File: config.mk
export PLATFORM = sky130hd
export DESIGN_NAME = fp_decode_serial
export DESIGN_NICKNAME = d
export VERILOG_FILES = /design/src/rtl/fp_decode_serial.sv
export SDC_FILE = /design/constraint.sdc
export NUM_CORES = 1
export LEC_CHECK = 0
export CORE_AREA = 2 2 49 86
export CTS_CLUSTER_DIAMETER = 30
export DETAILED_ROUTE_END_ITERATION = 7
export DIE_AREA = 0 0 51 88
export MAX_ROUTING_LAYER = met4
export PLACE_DENSITY = 0.63
export SETUP_SLACK_MARGIN = 0.02
export SLEW_MARGIN = 30
export SYNTH_ARGS = -nofsm -noshare
export SYNTH_HDL_FRONTEND = slang
export SYNTH_SLANG_ARGS = --single-unit
export TNS_END_PERCENT = 50
File: constraint.sdc
create_clock -name clk -period 1.7 [get_ports clk]
set_clock_uncertainty 0.15 [all_clocks]
set_input_delay 0.51 -clock clk [delete_from_list [all_inputs] [get_ports clk]]
set_output_delay 0.51 -clock clk [all_outputs]
set_load 0.02 [all_outputs]
File: src/rtl/fp_decode_serial.sv
// Serial float expander: turns {sign, exp, sig} into a two's-complement linear value.
// The magnitude is shifted left one bit per cycle, exp times, then signed and presented.
module fp_decode_serial #(
    parameter int EXP_W = 3,
    parameter int SIG_W = 4,
    parameter int OUT_W = 12
) (
    input  logic                   clk,
    input  logic                   rst_n,
    input  logic                   in_valid,
    output logic                   in_ready,
    input  logic [EXP_W+SIG_W:0]   fp_in,
    output logic                   out_valid,
    input  logic                   out_ready,
    output logic [OUT_W-1:0]       value,
    output logic                   busy
);

    localparam int MAG_W = OUT_W - 1;

    // Handshakes: a transfer happens on a rising edge where valid && ready are both high.
    // in_ready is high only in ST_IDLE; out_valid holds with value until out_ready is seen.
    typedef enum logic [1:0] {
        ST_IDLE  = 2'd0,
        ST_SHIFT = 2'd1,
        ST_DONE  = 2'd2
    } state_t;

    state_t             state_q, state_d;
    logic [MAG_W-1:0]   mag_q, mag_d;
    logic [EXP_W-1:0]   cnt_q, cnt_d;
    logic               neg_q, neg_d;
    logic [OUT_W-1:0]   value_q, value_d;
    logic               out_valid_q, out_valid_d;
    logic [OUT_W-1:0]   ext_mag;

    assign ext_mag = {1'b0, mag_q};

    always_ff @(posedge clk or negedge rst_n) begin
        if (!rst_n) begin
            state_q     <= ST_IDLE;
            mag_q       <= '0;
            cnt_q       <= '0;
            neg_q       <= 1'b0;
            value_q     <= '0;
            out_valid_q <= 1'b0;
        end else begin
            state_q     <= state_d;
            mag_q       <= mag_d;
            cnt_q       <= cnt_d;
            neg_q       <= neg_d;
            value_q     <= value_d;
            out_valid_q <= out_valid_d;
        end
    end

    always_comb begin
        state_d     = state_q;
        mag_d       = mag_q;
        cnt_d       = cnt_q;
        neg_d       = neg_q;
        value_d     = value_q;
        out_valid_d = out_valid_q;
        case (state_q)
            ST_IDLE: begin
                if (in_valid) begin
                    mag_d   = MAG_W'(fp_in[SIG_W-1:0]);
                    cnt_d   = fp_in[SIG_W +: EXP_W];
                    neg_d   = fp_in[EXP_W+SIG_W];
                    state_d = ST_SHIFT;
                end
            end
            ST_SHIFT: begin
                if (cnt_q != '0) begin
                    mag_d = mag_q << 1;
                    cnt_d = cnt_q - EXP_W'(1);
                end else begin
                    // Negating a zero magnitude gives zero, so there is no -0 output.
                    value_d     = neg_q ? -ext_mag : ext_mag;
                    out_valid_d = 1'b1;
                    state_d     = ST_DONE;
                end
            end
            ST_DONE: begin
                if (out_ready) begin
                    out_valid_d = 1'b0;
                    state_d     = ST_IDLE;
                end
            end
            default: begin
                out_valid_d = 1'b0;
                state_d     = ST_IDLE;
            end
        endcase
    end

    assign in_ready  = (state_q == ST_IDLE);
    assign busy      = (state_q != ST_IDLE);
    assign out_valid = out_valid_q;
    assign value     = value_q;

endmodule
==> results of run 1 <==
[cell families (layout without fill, tap and decap cells)]
kind of cell	count (synthesis)	after routing	synth area share (%)
AOI/OAI and AO/OA	40	40	16.7
and+or+nand+nor	57	57	17.1
buffers and inverters	15	69	4.87
muxes	3	3	2.13
DFF	30	30	51.2
xor gates and xnor gates	9	9	5.38
adders and majority gates	3	3	2.56
[area by class of cell]
class / count / area share (%)
clock buffer: 5 / 3.12
clock inverter: 3 / 1.82
inverter: 7 / 1.19
multi-input combinational: 112 / 34.9
sequential: 30 / 34.1
tap: 48 / 2.73
timing repair buffer: 54 / 22.2
[worst register-to-register path, stage by stage (launching register included)]
cell and delay, ns:
dfrtp_1 0.38, or4_4 0.62, o41ai_4 0.24, xor2_1 0.19, o21ai_1 0.08
[layer usage]
metal | up-vias | global-route usage [%] | wire, µm
met1 | 566 | 17.7 | 1140
met2 | 29 | 30.9 | 1840
met5 | - | - | 0
met3 | 5 | 4.61 | 145
met4 | 0 | 7.37 | 61
li1 | 634 | - | -
[worst paths after layout]
check	end	cells past startpoint	startpoint	slack (ns)
max	value[9]$_DFFE_PN0P_	4	mag_q[4]$_DFFE_PN0P_	-0.05
min	value[1]$_DFFE_PN0P_	2	value[1]$_DFFE_PN0P_	0.32
max reg2reg	value[9]$_DFFE_PN0P_	4	mag_q[4]$_DFFE_PN0P_	-0.05
min reg2reg	value[1]$_DFFE_PN0P_	2	value[1]$_DFFE_PN0P_	0.32
max in group asynchronous	mag_q[8]$_DFFE_PN0P_	2	rst_n	0.79
min in group asynchronous	value[9]$_DFFE_PN0P_	2	rst_n	0.44
[synth_stat cells (2+ instances only)]
library cell	instances	share of area [%]
nand2b_1	4	1.7
clkbuf_1	5	1.3
a21oi_1	5	1.7
xor2_1	8	4.8
o21ai_0	25	8.5
nor2_1	7	1.8
dfrtp_1	30	51
nand2_1	38	9.7
o31ai_1	4	2.0
ha_1	3	2.6
mux2i_1	2	1.4
inv_1	7	1.8
nor2b_1	2	0.85
[report_power, final]
group / switching (mW) / total (mW) / internal [mW]
Sequential: 0.206 / 1.20 / 0.993
Combinational: 1.42 / 2.75 / 1.33
Clock: 0.275 / 0.706 / 0.431
[metrics by stage]
stage / instance area [µm²] / instances / power (mW) / setup WS [ns]
global placement: 2000 / 247 / 3.62 / -0.225
detailed placement: 2000 / 247 / 3.71 / -0.266
finish: 2200 / 259 / 4.65 / -0.0540
floorplan: 1550 / 157 / 2.85 / -0.0195
global route: 2200 / 259 / 5.05 / -0.112
CTS: 2140 / 256 / 4.47 / -0.0418
[registers in the layout, indices dropped and copies added (netlist names)]
signal	cells
value	12
mag_q	11
neg_q	1
cnt_q	3
state_q	2
out_valid	1
[repair_timing]
| action | CTS | global route |
|---|---|---|
| cloned | 0 | 0 |
| pin swaps | 3 | 10 |
| gates resized for setup | 33 | 16 |
| hold buffers | 0 | 0 |
| setup buffers | 1 | 3 |
| endpoints found under the setup margin | 33 | 24 |
==> metrics.md, run 1 <==
| Metric | Value |
|---|---|
| Initial antenna violation count | `0` |
| Area of the multi-input gates | `768 µm²` |
| Failing checks | `negative setup slack` |
| Post-Route Setup TNS | `-0.124 ns` |
| Mapped Area | `1470 µm²` |
| Largest net degree at the start of global routing | `31` |
| Fillers | `329` |
| Post-route setup slack | `-0.0540 ns` |
| Hold Crit Class | `reg2reg` |
| Period utilization | `103%` |
| Slowest Stage Delay on Critical Path | `0.62 ns` |
| Clock latency on the worst-skew pair | `0.29 ns` |
| Die width | `51 µm` |
| Slowest cell on the critical path | `or4_4` |
| Layout Utilization | `58.1%` |
| Ant. Diodes | `0` |
| Max VDD drop | `1.37 mV` |
| Pwr Density | `2110 nW/µm²` |
| Clock sinks | `30` |
| Commonest non-fill, non-tap cells in the layout | `nand2_1 (37), dfrtp_1 (30), buf_4 (25), o21ai_0 (12), o21ai_1 (12)` |
| TritonCTS Buffers | `5` |
| Distinct cells, synth | `30` |
| Critical path launch point type | `flop` |
| Global-route wire length before repair | `5.67 mm` |
| Commonest non-fill, non-tap cell in the layout | `nand2_1` |
| Drt drc | `0` |
| Post-synth ARST share | `100%` |
| Worst-Margin Slew | `0.554 ns` |
| CTS tree | `yes` |
| Reg clk slew, reported paths | `0.07 ns` |
| Worst Path Arrival | `1.78 ns` |
| Grt total ovfl | `0` |
| Tot GR Track Use | `17.4%` |
| Clk root buf | `clkbuf_8` |
| Routed WL per cell | `12.3 µm` |
| Die H | `88 µm` |
| Seq cells post-synth | `30` |
| Status | `complete, but fails checks` |
| Cell Rows | `30` |
| Critical path capture point type | `flop` |
| CP required | `1.73 ns` |
| DR iter-0 viols | `27` |
| RSZ-0062 raised after global routing | `true` |
| Vias | `1234` |
| Initial Utilization | `38.6%` |
| Max Cap Violations | `0` |
| Post-synth EDFFs | `0` |
| DRT antenna net count | `0` |
| Number of vias per cell | `4.76` |
| DRT Pass-1 Iters | `4` |
| CP delay by family, top | `simple AND/OR/NAND/NOR gates` |
| Worst hold slack | `0.323 ns` |
| Die footprint | `4490 µm²` |
| Core footprint | `3790 µm²` |
| # IOs | `27` |
| CTS HTree Levels | `2` |
| Max Fclk | `570 MHz` |
| Reg area | `751 µm²` |
| Fraction of layout cells with a size suffix above 1 | `28.9%` |
| Sequential-to-total area share from yosys stat | `51.2%` |
| Max-slew violation count | `0` |
| Nets | `225` |
| Vias in the first global route | `1319` |
| Slew margin rel. | `63.1%` |
| Buf+Inv Stages, Crit Path | `0` |
| Ys flop type | `dfrtp_1` |
| DRT Wirelength | `3.18 mm` |
| Cells after Synth | `157` |
| Synthesized area per cell | `9.33 µm²` |
| Leak pwr | `1.04 nW` |
| CP Max Fanout | `5` |
| Hold Fails Final Rpt | `0` |
| Gpl congestion | `0.809` |
| Syn_nets | `172` |
| Post-DP HPWL | `2.40 mm` |
| Clock buffer depth | `2` |
| Worst-path cell chain | `or4_4 -> o41ai_4 -> xor2_1 -> o21ai_1` |
| Area growth from synthesis to layout | `50.4%` |
| Yosys Warn Count | `0` |
| Final setup fails | `4` |
| Fin crit period | `1.75 ns` |
| Crit Path Class | `reg2reg` |
| Port-buffer cells | `26` |
Note: power is estimated with default switching activity, not from simulation.
==> run 2: changes to the inputs <==
- PLACE_DENSITY: 0.63 -> 0.61
- clock period: 1.7 -> 2 ns (I/O delays scaled with it)
==> run 2 against run 1 <==
The flow now finishes without violations. Die area did not move. Cell count decreased by 6.6%. First-iteration DRC count down 19%. Sequential share of layout area increased by 4.0 points. Core utilization down 6.2 points. Critical path depth decreased by 2. Via count fell by 3.1%. Routed wire length down 3.4%. Global-route usage is 1.7 points lower. Power fell by 28%. Critical path type is now reg2out. Critical endpoint is now in_ready.
==> metrics.md, run 2 (synthesis gave the netlist of run 1 again) <==
| Metric | Value |
|---|---|
| Commonest non-fill, non-tap cell in the layout | `nand2_1` |
| Slew margin rel. | `70.8% (+7.7 points)` |
| Hold Crit Class | `reg2reg` |
| DRT antenna net count | `0 (unchanged)` |
| Max-slew violation count | `0 (unchanged)` |
| Global-route wire length before repair | `5.12 mm (-9.7%)` |
| Leak pwr | `1.04 nW (+0.39%)` |
| Crit Path Class | `reg2out` |
| Initial Utilization | `38.6% (unchanged)` |
| Final setup fails | `0 (-4)` |
| Ant. Diodes | `0 (unchanged)` |
| Nets | `208 (-7.6%)` |
| CP delay by family, top | `flip-flops` |
| Die footprint | `4490 µm² (unchanged)` |
| Buf+Inv Stages, Crit Path | `1 (+1)` |
| Largest net degree at the start of global routing | `31 (unchanged)` |
| Worst-path cell chain | `nor2_2 -> clkdlybuf4s15_1` |
| Worst-Margin Slew | `0.438 ns (-0.116 ns)` |
| Slowest Stage Delay on Critical Path | `0.41 ns (-0.21 ns)` |
| Pwr Density | `1710 nW/µm² (-19%)` |
| Reg clk slew, reported paths | `0.06 ns (about the same)` |
| Vias | `1196 (-3.1%)` |
| Worst Path Arrival | `1.19 ns (-0.59 ns)` |
| Fin crit period | `1.94 ns` |
| Status | `finished clean` |
| Fraction of layout cells with a size suffix above 1 | `13.9% (-15 points)` |
| Period utilization | `97.0%` |
| Design area | `1970 µm² (-11%)` |
| Total Power | `3.36 mW (-28%)` |
| Max VDD drop | `1.05 mV (-23%)` |
| Initial antenna violation count | `0 (unchanged)` |
| Commonest non-fill, non-tap cells in the layout | `nand2_1 (38), dfrtp_1 (30), o21ai_0 (25), clkdlybuf4s50_1 (11)` |
| Tot GR Track Use | `15.8% (-1.7 points)` |
| Hold Fails Final Rpt | `0 (unchanged)` |
| Number of vias per cell | `4.94 (+3.7%)` |
| # IOs | `27 (unchanged)` |
| Number of flip-flops in the largest register | `12 (unchanged)` |
| Port-buffer cells | `26 (unchanged)` |
| CTS HTree Levels | `2 (unchanged)` |
| CP Max Fanout | `3 (-2)` |
| Clock sinks | `30 (unchanged)` |
| RSZ-0062 raised after global routing | `true` |
| Hold Path Depth | `2 (unchanged)` |
| Die H | `88 µm (unchanged)` |
| Clk root buf | `clkbuf_8` |
| Die width | `51 µm (unchanged)` |
| Critical path capture point type | `output pin` |
| Slowest cell on the critical path | `dfrtp_1` |
| Worst reg2reg path depth | `6 (+2)` |
| DRT Wirelength | `3.07 mm (-3.4%)` |
| Gpl congestion | `0.773 (-4.4%)` |
| Max Fclk | `515 MHz` |
| Grt total ovfl | `0 (unchanged)` |
| Post-DP HPWL | `2.27 mm (-5.5%)` |
| TritonCTS Buffers | `5 (unchanged)` |
| Cell Rows | `30 (unchanged)` |
| Routed WL per cell | `12.7 µm (+3.4%)` |
| DR iter-0 viols | `22 (-19%)` |
| Area growth from synthesis to layout | `34.4%` |
| Max Cap Violations | `0 (unchanged)` |
| Critical path depth | `2 (-2)` |
| Critical path launch point type | `flop` |
| CTS tree | `yes` |
| Drt drc | `0 (unchanged)` |
| Vias in the first global route | `1143 (-13%)` |
| Clock buffer depth | `2 (unchanged)` |
| Clock latency on the worst-skew pair | `0.28 ns (about the same)` |
| CP required | `1.25 ns (-0.48 ns)` |
| Core footprint | `3790 µm² (unchanged)` |
| Area after DPL | `1830 µm² (-8.5%)` |
| DRT Pass-1 Iters | `5 (+1)` |
-- run 2: changes by cell type in the layout (fill, tap and decap cells not counted), sizes merged --
cell,previous run,this run
clkbuf,5,9
dlygate4sd2,10,3
buf,30,11
dlymetal6s2s,0,10
clkinv,2,0
clkdlybuf4s15,3,1
bufinv,1,0
-- run 2: path summary, 6_finish.rpt --
check | startpoint | end | slack, ns
setup / recovery | state_q[0]$_DFFE_PN0P_ | in_ready | 0.06
hold / removal | value[2]$_DFFE_PN0P_ | value[2]$_DFFE_PN0P_ | 0.33
setup reg to reg | mag_q[1]$_DFFE_PN0P_ | value[6]$_DFFE_PN0P_ | 0.14
hold reg to reg | value[2]$_DFFE_PN0P_ | value[2]$_DFFE_PN0P_ | 0.33
max in group asynchronous | rst_n | value[2]$_DFFE_PN0P_ | 0.85
min in group asynchronous | rst_n | value[10]$_DFFE_PN0P_ | 0.57
-- run 2: cell type report --
type / count / area (µm²)
sequential: 30 / 751
fill: 350 / 1820
tap: 48 / 60.1
timing repair buffer: 37 / 372
clock buffer: 8 / 110
multi-input combinational: 112 / 651
inverter: 7 / 26.3
-- run 2: power by group --
part	internal [mW]	leakage, nW	switching, mW	total (mW)
logic	0.792	0.601	0.946	1.74
clock network	0.347	0.0575	0.226	0.573
registers	0.844	0.386	0.210	1.05
-- run 2: repair_timing --
action,in CTS,in global routing
buffers inserted,1,0
pin swaps,1,0
setup endpoints to repair,11,13
gates resized for setup,7,13
hold buffers,0,0
endpoints found under the hold margin,0,0
-- run 2: through the flow --
step                cells  worst slack [ns]  setup TNS (ns)  hold slack [ns]  util, %
floorplan             157             0.170               0            0.154        -
global placement      233            0.0193               0            0.311     48.2
detailed placement    233         -0.000459       -0.000459            0.320     48.2
CTS                   242           0.00218               0            0.334     51.3
global route          242           0.00919               0            0.368     51.9
finish                242            0.0595               0            0.325     51.9
-- run 2: per-layer routing --
layer  routed length, µm  GRT usage (%)
met5                   0              -
met4                  55           6.63
met3                 132           3.58
met2                1760           29.2
met1                1120           15.3
-- run 2: worst register-to-register path, delay by kind of cell (launching register included) --
kind            cells  cell delay [ns]
simple gates        1             0.47
buf+inv             1             0.08
compound gates      2             0.29
xor+xnor            1             0.16
fa+ha+maj           1             0.18
flops               1             0.40
==> patch 1: new RTL, settings of run 2 <==
The parameter `EXP_W` goes from 3 to 6.
--- a/src/rtl/fp_decode_serial.sv
+++ b/src/rtl/fp_decode_serial.sv
@@ -1,7 +1,7 @@
 // Serial float expander: turns {sign, exp, sig} into a two's-complement linear value.
 // The magnitude is shifted left one bit per cycle, exp times, then signed and presented.
 module fp_decode_serial #(
-    parameter int EXP_W = 3,
+    parameter int EXP_W = 6,
     parameter int SIG_W = 4,
     parameter int OUT_W = 12
 ) (
Interface: changed (resized fp_in); port bits go from 27 to 30. No check against the original RTL was run, so the function may have changed too.
==> patch 1 against run 2 <==
  * Critical path depth is the same
  * Sequential cell count is 3 higher
  * Power decreased by 1.4%
  * Combinational power fell by 9%
  * Setup slack better by 12 ps
  * Die area is the same
  * Count of clock-buffer cells in the layout decreased by 1
  * Clock power shrank 3.8%
  * Routed wire length grew 16%
  * First-iteration DRC count is 9.1% lower
  * Area after synthesis up 13%
  * Design area grew 10%
  * Critical path type unchanged
  * Critical endpoint unchanged
  * Largest cell class unchanged
==> patch 1: results (changes against run 2) <==
[outcome]
status = finished, final reports clean  ; unchanged

[route]
drc_errors = 0  ; unchanged
via_per_inst = 5.18  ; was 4.94
postRouteWirelength_um = 3550  ; was 3070 um
metal3_wl_um = 157  ; was 132 um
routed-wl-met2_um = 2020  ; was 1760 um
iteration_0_drc_count_of_the_detailed_router = 20  ; was 22
routedLengthMet1_um = 1300  ; was 1120 um
detail_route.first_pass.iterations = 4  ; was 5
routed.top_layer = met4  ; unchanged

[worst_setup_path]
signal_arrival_time_at_the_worst_endpoint_ps = 1180
cpPeakStageDelay_ps = 400
cpMaxStageDelayCell = sky130_fd_sc_hd__dfrtp_1  ; unchanged
critical_path.top_delay_family = flip-flops  ; unchanged
r2r_cells = 8  ; was 6

[timing]
achievable_clock_frequency_ghz = 0.519  ; was 0.515 GHz
tightest_pin_transition_ps = 561  ; was 438 ps

[final_layout]
antennaDiodeCount = 0  ; unchanged
final_nets = 237  ; was 208
fillers = 359  ; was 350
fraction_of_layout_instances_using_a_drive_strength_above_1 = 0.114  ; was 0.139

[power_and_ir_drop]
p_sw_frac = 0.411  ; about the same
power_per_cell_area_mw_per_mm2 = 1530  ; was 1710 mW/mm^2
clock_net_power_w = 0.000551  ; was 0.000573 W
pwr.group.combinational_w = 0.00158  ; was 0.00174 W
total_leakage_power_nw = 1.09  ; was 1.04 nW
vdd.ir_drop.worst_mv = 0.962  ; was 1.05 mV

[logic_synthesis]
synth_async_sr_flop_share = 1.00  ; unchanged
netlist_top_cells_count = sky130_fd_sc_hd__nand2_1, sky130_fd_sc_hd__dfrtp_1, sky130_fd_sc_hd__o21ai_0  ; unchanged
synth_cell_types = 35  ; was 30
synth.net_count = 199  ; was 172
synth.area.top_cells = sky130_fd_sc_hd__dfrtp_1, sky130_fd_sc_hd__o21ai_0, sky130_fd_sc_hd__nand2_1  ; was sky130_fd_sc_hd__dfrtp_1, sky130_fd_sc_hd__nand2_1, sky130_fd_sc_hd__o21ai_0
synth-seq-area-share = 0.498  ; was 0.512

[global_routing]
grt_start_max_net_pins = 34  ; was 31
grtUsageTotal = 0.186  ; was 0.158
global_route.usage.met3 = 0.0358  ; unchanged
first_global_vias = 1354  ; was 1143
global_route_wire_length_before_repair_um = 6090  ; was 5120 um
grt_util_met2 = 0.344  ; was 0.292
grt_use_met1 = 0.186  ; was 0.153
grt_antenna_before_repair = 0  ; unchanged

[clock_tree]
cts.clk_slew.worst_paths_ps = 70
clock_network_latency_to_the_later_pin_of_the_worst_skew_pair_ps = 280  ; about the same
cts.path.max_buffers = 2  ; unchanged
htreeDepth = 2  ; unchanged
post_cts.repair.setup_buffers = 0  ; was 1

[place]
post-dp-hpwl_um = 2630  ; was 2270 um
port_buffers = 29  ; was 26
gp_routability_congestion = 0.774  ; was 0.773

[min_path]
hp-class = reg2reg  ; unchanged
instance_count_along_the_most_critical_hold_path = 2  ; unchanged

==> patch 1: changes by cell type after synthesis, sizes merged, moves of 3 or more <==
cell / delta
dfrtp: +3
o21ai: +5
clkbuf: -3
nor2: +7
buf: +4
==> patch 1: worst paths after layout <==
check | start | slack [ps] | to
setup / recovery | state_q[0] | 70 | in_ready
hold / removal | value[2] | 320 | value[2]
setup reg to reg | cnt_q[1] | 100 | cnt_q[4]
hold reg to reg | value[2] | 320 | value[2]
max in group asynchronous | rst_n | 990 | state_q[0]
min in group asynchronous | rst_n | 530 | value[1]
==> patch 1: cells by family after synthesis <==
logic type	count (synthesis)	synth area share
AO/OA/AOI/OAI	52	0.195
XOR/XNOR	9	0.0475
adder cells (fa/ha/maj)	3	0.0226
buffers and inverters	15	0.0445
flip-flops	33	0.498
multiplexers	3	0.0189
AND/OR/NAND/NOR	66	0.174
==> patch 1: per-stage QoR <==
stage	instance area, sq um	cells	setup slack, ps	power (W)	util
after floorplan	1660	181	199	0.00224	-
after global placement	2050	260	-173	0.00278	0.541
after detailed placement	2050	260	-247	0.00283	0.541
after CTS	2140	268	7.01	0.00335	0.565
after global routing	2170	268	8.12	0.00360	0.572
final	2170	268	71.8	0.00332	0.572
==> patch 1: final cells by class <==
type | count | area, sq um | share of cell area
Clock buffer | 7 | 96.3 | 0.0444
Clock inverter | 1 | 5.00 | 0.00231
Inverter | 6 | 22.5 | 0.0104
Multi-Input combinational cell | 133 | 766 | 0.353
Sequential cell | 33 | 826 | 0.381
Tap cell | 48 | 60.1 | 0.0277
Timing Repair Buffer | 40 | 394 | 0.182
==> patch 1: what timing repair did <==
action | 4_1_cts | 5_1_grt
resized for setup | 8 | 13
hold endpoints to repair | 0 | 0
pin swaps | 0 | 1
setup endpoints to repair | 17 | 25
==> patch 2: new RTL, settings of run 2 <==
Without the edit above. Take the reset off `value_q` and load it in a clocked block of its own.
--- a/src/rtl/fp_decode_serial.sv
+++ b/src/rtl/fp_decode_serial.sv
@@ -42,16 +42,18 @@
             mag_q       <= '0;
             cnt_q       <= '0;
             neg_q       <= 1'b0;
-            value_q     <= '0;
             out_valid_q <= 1'b0;
         end else begin
             state_q     <= state_d;
             mag_q       <= mag_d;
             cnt_q       <= cnt_d;
             neg_q       <= neg_d;
-            value_q     <= value_d;
             out_valid_q <= out_valid_d;
         end
+    end
+
+    always_ff @(posedge clk) begin
+        value_q <= value_d;
     end
 
     always_comb begin
Behaviour: differs if rst_n is asserted again (counterexample within 4 cycles, from zero or initial values and one cycle with rst_n low); with rst_n held inactive, the same outputs for 10 cycles.
==> patch 2 against run 2 <==
  * Register-to-register slack better by 30 ps
  * Design area down 2.0%
  * Synthesized cell count down 24%
  * Highest routed layer unchanged
  * Sequential cell count unchanged
  * Cell count down 14%
  * Critical path type unchanged
  * Setup slack worse by 4.8 ps
  * Power down 6.2%
  * Via count down 16%
  * Hold slack better by 38 ps
  * Area after synthesis down 0.51%
  * Routed wire length down 15%
  * Sequential power up 5%
  * Non-clock buffer count unchanged
==> patch 2: results (changes against run 2) <==
[global_routing]
global_route_wire_length_before_repair_um = 4230  ; was 5120 um
grt_start_max_net_pins = 19  ; was 31
grtUsageTotal = 0.133  ; was 0.158
first_global_vias = 979  ; was 1143

[timing]
final_number_of_setup_violating_endpoints = 0  ; unchanged
slew-limit-headroom = 0.717  ; was 0.708

[worst_setup_path]
cpMaxStageDelayCell = sky130_fd_sc_hd__clkdlybuf4s50_1  ; was sky130_fd_sc_hd__dfrtp_1
timing.critical_path.fanout_max = 1  ; was 3
critical_path.top_delay_family = buffers and inverters  ; was flip-flops
r2r_cells = 7  ; was 6
cpPeakStageDelay_ps = 600  ; was 410 ps

[logic_synthesis]
synth.area.top_cells = sky130_fd_sc_hd__dfrtp_1, sky130_fd_sc_hd__edfxtp_1, sky130_fd_sc_hd__mux2i_1  ; was sky130_fd_sc_hd__dfrtp_1, sky130_fd_sc_hd__nand2_1, sky130_fd_sc_hd__o21ai_0
synth_compound_gate_area_share = 0.0901  ; was 0.167
synth.net_count = 134  ; was 172
synth_xor_xnor_area_share = 0.0541  ; was 0.0538
synth-seq-area-share = 0.556  ; was 0.512
synthAdderAreaFrac = 0.0258  ; was 0.0256
netlist_top_cells_count = sky130_fd_sc_hd__dfrtp_1, sky130_fd_sc_hd__inv_1, sky130_fd_sc_hd__edfxtp_1, sky130_fd_sc_hd__mux2i_1, sky130_fd_sc_hd__nand2_1  ; was sky130_fd_sc_hd__nand2_1, sky130_fd_sc_hd__dfrtp_1, sky130_fd_sc_hd__o21ai_0
synth_edf_count = 12  ; was 0
synth.avg_cell_area_sq_um = 12.2  ; was 9.33 sq um
synth_async_sr_flop_share = 0.600  ; was 1.00
synth_cell_types = 29  ; was 30

[power_and_ir_drop]
clock_power_share = 0.143  ; was 0.170
p_sw_frac = 0.371  ; was 0.411
reported_net_switching_power_w = 0.00117  ; was 0.00138 W
share_comb_of_total_power = 0.508  ; was 0.516
vdd.ir_drop.worst_mv = 0.827  ; was 1.05 mV

[final_layout]
final_nets = 175  ; was 208
largest_register_ffs = 12  ; unchanged
post_layout_nonfiller_instances = 209  ; was 242
antennaDiodeCount = 0  ; unchanged
fraction_of_layout_instances_using_a_drive_strength_above_1 = 0.193  ; was 0.139

[clock_tree]
clock_network_latency_to_the_later_pin_of_the_worst_skew_pair_ps = 270
post_cts_resized = 3  ; was 7
post_cts.repair.setup_buffers = 0  ; was 1

[place]
post-dp-hpwl_um = 1960  ; was 2270 um
pre_cts_ws_ps = -168  ; was -0.459 ps
gp_routability_congestion = 0.751  ; was 0.773
placed_area_sq_mm = 0.00184  ; was 0.00183 sq mm
dpl.cell_count = 201  ; was 233

[outcome]
status = finished, final reports clean  ; unchanged

[route]
detail_route.first_pass.iterations = 4  ; was 5
via_per_inst = 4.78  ; was 4.94
postRouteWirelength_um = 2610  ; was 3070 um
iteration_0_drc_count_of_the_detailed_router = 11  ; was 22

[min_path]
instance_count_along_the_most_critical_hold_path = 0  ; was 2

## patch 2: cell types whose count changed after synthesis, sizes merged, moves of 6 or more
cell	change
clkbuf	-6
nand2	-27
mux2i	+10
edfxtp	+12
xor2	-8
inv	+7
o21ai	-19
dfrtp	-12
xnor2	+8
## patch 2: worst paths after layout
kind	to	from	slack, ps
max	value[1]	value[1]	50
min	value[0]	mag_q[0]	360
max reg2reg	mag_q[7]	cnt_q[0]	170
min reg2reg	value[0]	mag_q[0]	360
max in group asynchronous	out_valid	rst_n	1000
min in group asynchronous	mag_q[3]	rst_n	500
## patch 2: routing by layer
metal  up-vias  wire length [um]  track usage
li1        500                 -            -
met1       472              1000        0.121
met2        21              1460        0.241
met3         6                85       0.0358
met4         0                57       0.0762
met5         -                 0            -
## patch 2: area by class of cell
type | count | share of cell area
flip-flops and latches | 30 | 0.420
multi-input cells | 72 | 0.301
repair buffers | 37 | 0.178
clock buffers | 6 | 0.0376
well taps | 48 | 0.0311
inverters | 14 | 0.0272
clock inverters | 2 | 0.00454
